**src/rtl/motion_arb_pkg.sv**
```systemverilog
// Shared constants for the motion arbiter: requester indices, command bit
// positions, FSM state encoding and active_mode codes.
package motion_arb_pkg;

  localparam int REQ_MANUAL = 0;
  localparam int REQ_SEMI   = 1;
  localparam int REQ_AUTO   = 2;

  localparam int CMD_FWD     = 5;
  localparam int CMD_BACK    = 4;
  localparam int CMD_LEFT    = 3;
  localparam int CMD_RIGHT   = 2;
  localparam int CMD_PLACE   = 1;
  localparam int CMD_DESTROY = 0;

  typedef enum logic [1:0] {
    ST_IDLE    = 2'b00,
    ST_GRANTED = 2'b01,
    ST_GAP     = 2'b10
  } arb_state_e;

  typedef enum logic [1:0] {
    MODE_NONE   = 2'd0,
    MODE_MANUAL = 2'd1,
    MODE_SEMI   = 2'd2,
    MODE_AUTO   = 2'd3
  } active_mode_e;

  // Maps a one-hot grant to the reported mode; anything else reads as none.
  function automatic logic [1:0] mode_of(input logic [2:0] g);
    logic [1:0] m;
    m = MODE_NONE;
    case (g)
      3'b001:  m = MODE_MANUAL;
      3'b010:  m = MODE_SEMI;
      3'b100:  m = MODE_AUTO;
      default: m = MODE_NONE;
    endcase
    return m;
  endfunction

endpackage

```
**src/rtl/motion_arbiter_gap_timer.sv**
```systemverilog
// Handover gap timer: held at zero while i_load is high, counts while i_run
// is high, and flags o_done on the last cycle of a GAP_CYCLES-long gap.
module gap_timer
  import motion_arb_pkg::*;
#(
  parameter int CNT_W      = 16,
  parameter int GAP_CYCLES = 250
) (
  input  logic clk,
  input  logic rst_n,
  input  logic i_load,
  input  logic i_run,
  output logic o_done
);

  localparam logic [CNT_W-1:0] LAST = CNT_W'(GAP_CYCLES - 1);

  logic [CNT_W-1:0] r_cnt;

  always_ff @(posedge clk or negedge rst_n) begin
    if (!rst_n) begin
      r_cnt <= '0;
    end else if (i_load) begin
      r_cnt <= '0;
    end else if (i_run) begin
      r_cnt <= r_cnt + 1'b1;
    end
  end

  assign o_done = i_run && (r_cnt == LAST);

endmodule

```
**src/rtl/motion_arbiter.sv**
```systemverilog
// Fixed-priority owner arbiter for the car's motion path (manual > semi > auto)
// with a forced all-stop gap on every handover. Optional switch counter via
// `define MOTION_ARB_SWITCH_CNT_EN.
module motion_arbiter
  import motion_arb_pkg::*;
#(
  parameter int GAP_CYCLES = 250,
  parameter int CNT_W      = 16
) (
  input  logic       clk,
  input  logic       rst_n,
  input  logic [2:0] req,
  input  logic [5:0] cmd_manual,
  input  logic [5:0] cmd_semi,
  input  logic [5:0] cmd_auto,
  output logic [2:0] grant,
  output logic [2:0] owner_enable,
  output logic [5:0] motion_out,
  output logic       switching,
`ifdef MOTION_ARB_SWITCH_CNT_EN
  output logic [7:0] switch_cnt,
`endif
  output logic [1:0] active_mode
);

  arb_state_e r_state;
  arb_state_e w_state_nxt;
  logic [2:0] r_grant;
  logic [2:0] w_grant_nxt;
  logic [1:0] r_mode;
  logic [1:0] w_mode_nxt;
  logic [2:0] w_pick;
  logic [2:0] w_higher;
  logic [5:0] w_cmd_sel;
  logic       w_gap_done;
  logic       w_enter_gap;

  // Opposing command pairs cancel each other; independent bits pass through.
  function automatic logic [5:0] sanitize(input logic [5:0] c);
    logic [5:0] s;
    s = c;
    if (c[CMD_FWD] && c[CMD_BACK]) begin
      s[CMD_FWD]  = 1'b0;
      s[CMD_BACK] = 1'b0;
    end
    if (c[CMD_LEFT] && c[CMD_RIGHT]) begin
      s[CMD_LEFT]  = 1'b0;
      s[CMD_RIGHT] = 1'b0;
    end
    if (c[CMD_PLACE] && c[CMD_DESTROY]) begin
      s[CMD_PLACE]   = 1'b0;
      s[CMD_DESTROY] = 1'b0;
    end
    return s;
  endfunction

  always_comb begin
    w_pick = 3'b000;
    if (req[REQ_MANUAL])    w_pick = 3'b001;
    else if (req[REQ_SEMI]) w_pick = 3'b010;
    else if (req[REQ_AUTO]) w_pick = 3'b100;
  end

  // With a one-hot owner, owner-1 masks exactly the higher-priority requesters.
  assign w_higher = req & (r_grant - 3'd1);

  gap_timer #(
    .CNT_W      (CNT_W),
    .GAP_CYCLES (GAP_CYCLES)
  ) u_gap_timer (
    .clk    (clk),
    .rst_n  (rst_n),
    .i_load (r_state != ST_GAP),
    .i_run  (r_state == ST_GAP),
    .o_done (w_gap_done)
  );

  // State register together with the registered grant and mode.
  always_ff @(posedge clk or negedge rst_n) begin
    if (!rst_n) begin
      r_state <= ST_IDLE;
      r_grant <= 3'b000;
      r_mode  <= MODE_NONE;
    end else begin
      r_state <= w_state_nxt;
      r_grant <= w_grant_nxt;
      r_mode  <= w_mode_nxt;
    end
  end

  always_comb begin
    w_state_nxt = r_state;
    case (r_state)
      ST_IDLE: begin
        if (|req) w_state_nxt = ST_GRANTED;
      end
      ST_GRANTED: begin
        if (((req & r_grant) == 3'b000) || (|w_higher)) w_state_nxt = ST_GAP;
      end
      ST_GAP: begin
        if (w_gap_done) w_state_nxt = (|req) ? ST_GRANTED : ST_IDLE;
      end
      default: w_state_nxt = ST_IDLE;
    endcase
  end

  // A fresh owner is picked only when entering GRANTED; an owner keeps its grant.
  always_comb begin
    w_grant_nxt = 3'b000;
    if (w_state_nxt == ST_GRANTED) begin
      w_grant_nxt = (r_state == ST_GRANTED) ? r_grant : w_pick;
    end
    w_mode_nxt = mode_of(w_grant_nxt);
  end

  assign w_enter_gap = (r_state == ST_GRANTED) && (w_state_nxt == ST_GAP);

  always_comb begin
    w_cmd_sel = 6'b000000;
    case (r_grant)
      3'b001:  w_cmd_sel = cmd_manual;
      3'b010:  w_cmd_sel = cmd_semi;
      3'b100:  w_cmd_sel = cmd_auto;
      default: w_cmd_sel = 6'b000000;
    endcase
  end

  assign grant        = r_grant;
  assign owner_enable = r_grant;
  assign active_mode  = r_mode;
  assign switching    = (r_state == ST_GAP);
  assign motion_out   = sanitize(w_cmd_sel);

`ifdef MOTION_ARB_SWITCH_CNT_EN
  logic [7:0] r_switch_cnt;

  always_ff @(posedge clk or negedge rst_n) begin
    if (!rst_n) begin
      r_switch_cnt <= 8'd0;
    end else if (w_enter_gap && (r_switch_cnt != 8'hFF)) begin
      r_switch_cnt <= r_switch_cnt + 8'd1;
    end
  end

  assign switch_cnt = r_switch_cnt;
`else
  logic w_unused_enter_gap;
  assign w_unused_enter_gap = w_enter_gap;
`endif

endmodule

```
**config.mk**
```make
export PLATFORM = sky130hd
export DESIGN_NAME = motion_arbiter
export DESIGN_NICKNAME = d
export VERILOG_FILES = /design/src/rtl/motion_arb_pkg.sv /design/src/rtl/motion_arbiter_gap_timer.sv /design/src/rtl/motion_arbiter.sv
export SDC_FILE = /design/constraint.sdc
export NUM_CORES = 1
export LEC_CHECK = 0
export ABC_AREA = 0
export CORE_ASPECT_RATIO = 1.5
export CORE_MARGIN = 3
export CORE_UTILIZATION = 44
export CTS_CLUSTER_DIAMETER = 200
export DETAILED_ROUTE_END_ITERATION = 12
export DONT_BUFFER_PORTS = 1
export GPL_TIMING_DRIVEN = 0
export PLACE_DENSITY = 0.68
export SLEW_MARGIN = 20
export SYNTH_ARGS = -nofsm -noshare
export SYNTH_HDL_FRONTEND = slang
export SYNTH_SLANG_ARGS = --single-unit
```
**constraint.sdc**
```tcl
create_clock -name clk -period 2.2 [get_ports clk]
set_input_delay 0.11 -clock clk [delete_from_list [all_inputs] [get_ports clk]]
set_output_delay 0.11 -clock clk [all_outputs]
set_load 0.02 [all_outputs]
```
==> metrics.md <==
| Metric | Value |
|---|---|
| Status | `complete, no violations` |
| Core Area | `0.00303 mm^2` |
| Pwr Density | `881 mW/mm^2` |
| Share of power burned in registers | `41.2%` |
| Multi-input gate area in the final layout | `812 um^2` |
| Hold Crit Depth | `2` |
| Max-Cap Viols | `0` |
| Buf/Inv on CP | `1` |
| Layout Nets | `197` |
| Synth area leaders | `dfrtp_1, ha_1, xnor2_1, nor2_1, nand3_1` |
| Highest-delay cell along the critical path | `dfrtp_2` |
| Critical Path Fanout Max | `7` |
| Endpoints failing setup | `0` |
| CTS Buf Count | `3` |
| Syn nets | `189` |
| Post-layout min period | `1970 ps` |
| Syn avg cell area | `9.01 um^2` |
| Final Max Slew Viols | `0` |
| Fin. Hold Viols | `0` |
| Pin count of the biggest net entering global routing | `24` |
| Number of cell rows | `24` |
| CTS max path bufs | `2` |
| Clock share of power | `18.7%` |
| CP Cell Sequence | `inv_1 -> ha_1 -> a22o_1 -> o32ai_2` |
| Clk_lat worst skew | `270 ps` |
| WL/cell | `14.3 um` |
| Gate Count Post-Synth | `160` |
| WP depth | `4` |
| Post-synthesis sequential area ratio | `39.9%` |
| TritonCTS clock tree | `done` |
| H-tree depth | `1` |
| Clock Tree Root | `clkbuf_8` |
| Post-layout power | `1.40 mW` |
| Post-CTS Setup Bufs | `0` |
| I/O pin cnt | `38` |
| Switching portion of total power | `41.8%` |
| First-pass GRT wire length | `4750 um` |
| Fin crit share | `89.5%` |
| DRT Pass-1 Iters | `4` |
| Layout Skew | `6.83 ps` |
| Initial antenna violation count | `0` |
| Synth warn | `0` |
| Max transition margin | `65.7%` |
| Register Area | `578 um^2` |
| Routed Antenna Nets | `0` |
| Mapped Area | `0.00144 mm^2` |
| Reg2reg path depth | `5` |
| Placer Congestion | `0.842` |
| Fill cells | `265` |
| Slew @ Worst Pin | `515 ps` |
| WP data arrival | `1860 ps` |
| Setup_tns | `0 ps` |
| FMAX | `0.508 GHz` |
| Number of DRC markers in iteration 0 | `28` |
| Input/output buffers | `0` |
| N_diodes | `0` |
| Worst-path clk slew | `80 ps` |
| Lkg Pwr | `0.623 nW` |
| Starting Density | `47.5%` |
| Top cell type's share of synthesized area | `39.9%` |
| Total Wirelength | `2940 um` |
| Comb power frac | `40.1%` |
| #FFs+latches synth | `23` |
| Worst Hold Class | `primary input to flop` |
| Crit path kind | `flop to primary output` |
| Drt drc | `0` |
| Largest delay share family, worst path | `compound AO/OA/AOI/OAI gates` |
| Die height | `76.1 um` |
| Grt ovf | `0` |
| Net Switching | `586 uW` |
| RSZ-0062 raised after global routing | `no` |
| CP endpoint kind | `primary output` |
| Sink Count | `23` |
| Die Area | `0.00401 mm^2` |
| Vias in the first global route | `1180` |
| Peak VDD IR | `0.563 mV` |
| Chip Width | `52.7 um` |
| CP Launch Type | `flop` |
| Layout cells sized above 1 | `12.0%` |
| Yosys top cell by area | `dfrtp_1` |
| Internal power | `816 uW` |
| Hpwl dp | `2280 um` |
| Global-route usage over all layers | `15.4%` |
| Worst path max stage delay | `490 ps` |
| Synth unique cells | `38` |
| Via count | `1196` |
| Via density per instance | `5.81` |
| Hold Worst Slack | `23.3 ps` |
| WP data required | `2090 ps` |
| Area delta synth->final | `10.3%` |
cell usage in the layout (no fill, tap or decap), types with 3 or more instances in the layout:
cell type  count
or3_1          5
nand2b_1       6
nor2_1        16
dfrtp_1       21
clkbuf_1       3
buf_4          3
ha_1           6
a22o_1         3
nor3_1         6
inv_1         11
o21ai_0        6
clkbuf_8       3
a22oi_1        3
nor2b_1        3
xor2_1         3
nand3_1        9
a21oi_1        8
nand2_1        6
xnor2_1        8
power groups by stage:
| stage | combinational (mW) | clock [mW] | sequential [mW] |
|---|---|---|---|
| 3_3_place_gp | 0.517 | 0 | 0.583 |
| 6_report | 0.563 | 0.262 | 0.578 |
| 5_1_grt | 0.618 | 0.290 | 0.587 |
| 4_1_cts | 0.556 | 0.275 | 0.576 |
| 2_1_floorplan | 0.445 | 0 | 0.570 |
| 3_5_place_dp | 0.527 | 0 | 0.585 |
per-stage QoR:
step	cell area, um^2	setup WS (ps)	cells	utilization [%]
after global routing	1590	98.5	206	52.4
after CTS	1570	4.68	204	51.7
after global placement	1490	185	199	49.1
after detailed placement	1490	168	199	49.1
after floorplan	1440	357	160	-
final	1590	230	206	52.4
routing by layer:
| metal | share of wire [%] | GRT usage [%] | up-vias |
|---|---|---|---|
| li1 | - | - | 585 |
| met4 | 2.0 | 8.18 | 0 |
| met3 | 3.5 | 1.76 | 5 |
| met5 | 0 | 0 | - |
| met1 | 40 | 14.7 | 575 |
| met2 | 54 | 29.6 | 31 |
layout make-up:
| class | instances | share of cell area (%) |
|---|---|---|
| flip-flops and latches | 23 | 36.3 |
| repair buffers | 3 | 1.57 |
| plain buffers | 7 | 2.44 |
| well taps | 39 | 3.07 |
| clock buffers | 3 | 2.60 |
| inverters | 11 | 2.60 |
| clock inverters | 1 | 0.315 |
| multi-input cells | 119 | 51.1 |
repair_timing:
action                                  CTS  global route
endpoints found under the hold margin    23            24
resized for setup                         3             7
hold buffers                              1             2
endpoints found under the setup margin    3             5
cells by family (layout without fill, tap and decap cells):
kind of cell    count (synthesis)  in the layout  synth area share (%)
flops                          23             23                  39.9
fa+ha+maj                       6              6                  5.21
xor+xnor                       11             11                  6.68
compound gates                 35             35                  16.3
mux                             1              1                 0.694
buf+inv                        18             25                  5.47
simple gates                   66             66                  25.7
cells in the mapped netlist:
cell type and number:
o31ai_1 3, inv_1 11, xnor2_1 8, nor4_1 1, mux2i_1 1, and3_1 1, dfrtp_1 23, nand4_1 2
nor2b_1 3, or4_4 2, buf_4 3, or3_1 5, a22oi_1 3, nand2b_1 6, o21ai_0 8, nand3_4 1
nor2_1 16, o32ai_1 2, o41a_1 1, and2_1 1, xor2_1 3, a21oi_1 8, a2bb2oi_1 1, o22ai_1 1
a32o_1 1, nand4b_1 2, nor3_1 6, o21a_1 2, or3_2 1, clkbuf_1 4, or4_1 2, or2_2 1
nand3_1 9, nand2_1 6, o211ai_1 2, a22o_1 3, nor3b_1 1, ha_1 6
flip-flops by register name (all words and copies together) (netlist names):
name,cells
u_gap_timer.r_cnt,16
grant,3
active_mode,2
r_state,2
final timing paths:
kind / from / to / slack [ps]
setup / recovery: grant[0] / motion_out[2] / 230
hold / removal: req[0] / grant[0] / 20
setup reg to reg: u_gap_timer.r_cnt[0] / u_gap_timer.r_cnt[14] / 340
hold reg to reg: u_gap_timer.r_cnt[0] / u_gap_timer.r_cnt[0] / 510
max in group asynchronous: rst_n / grant[0] / 1490
min in group asynchronous: rst_n / u_gap_timer.r_cnt[3] / 340
(Power assumes the default switching activity.)
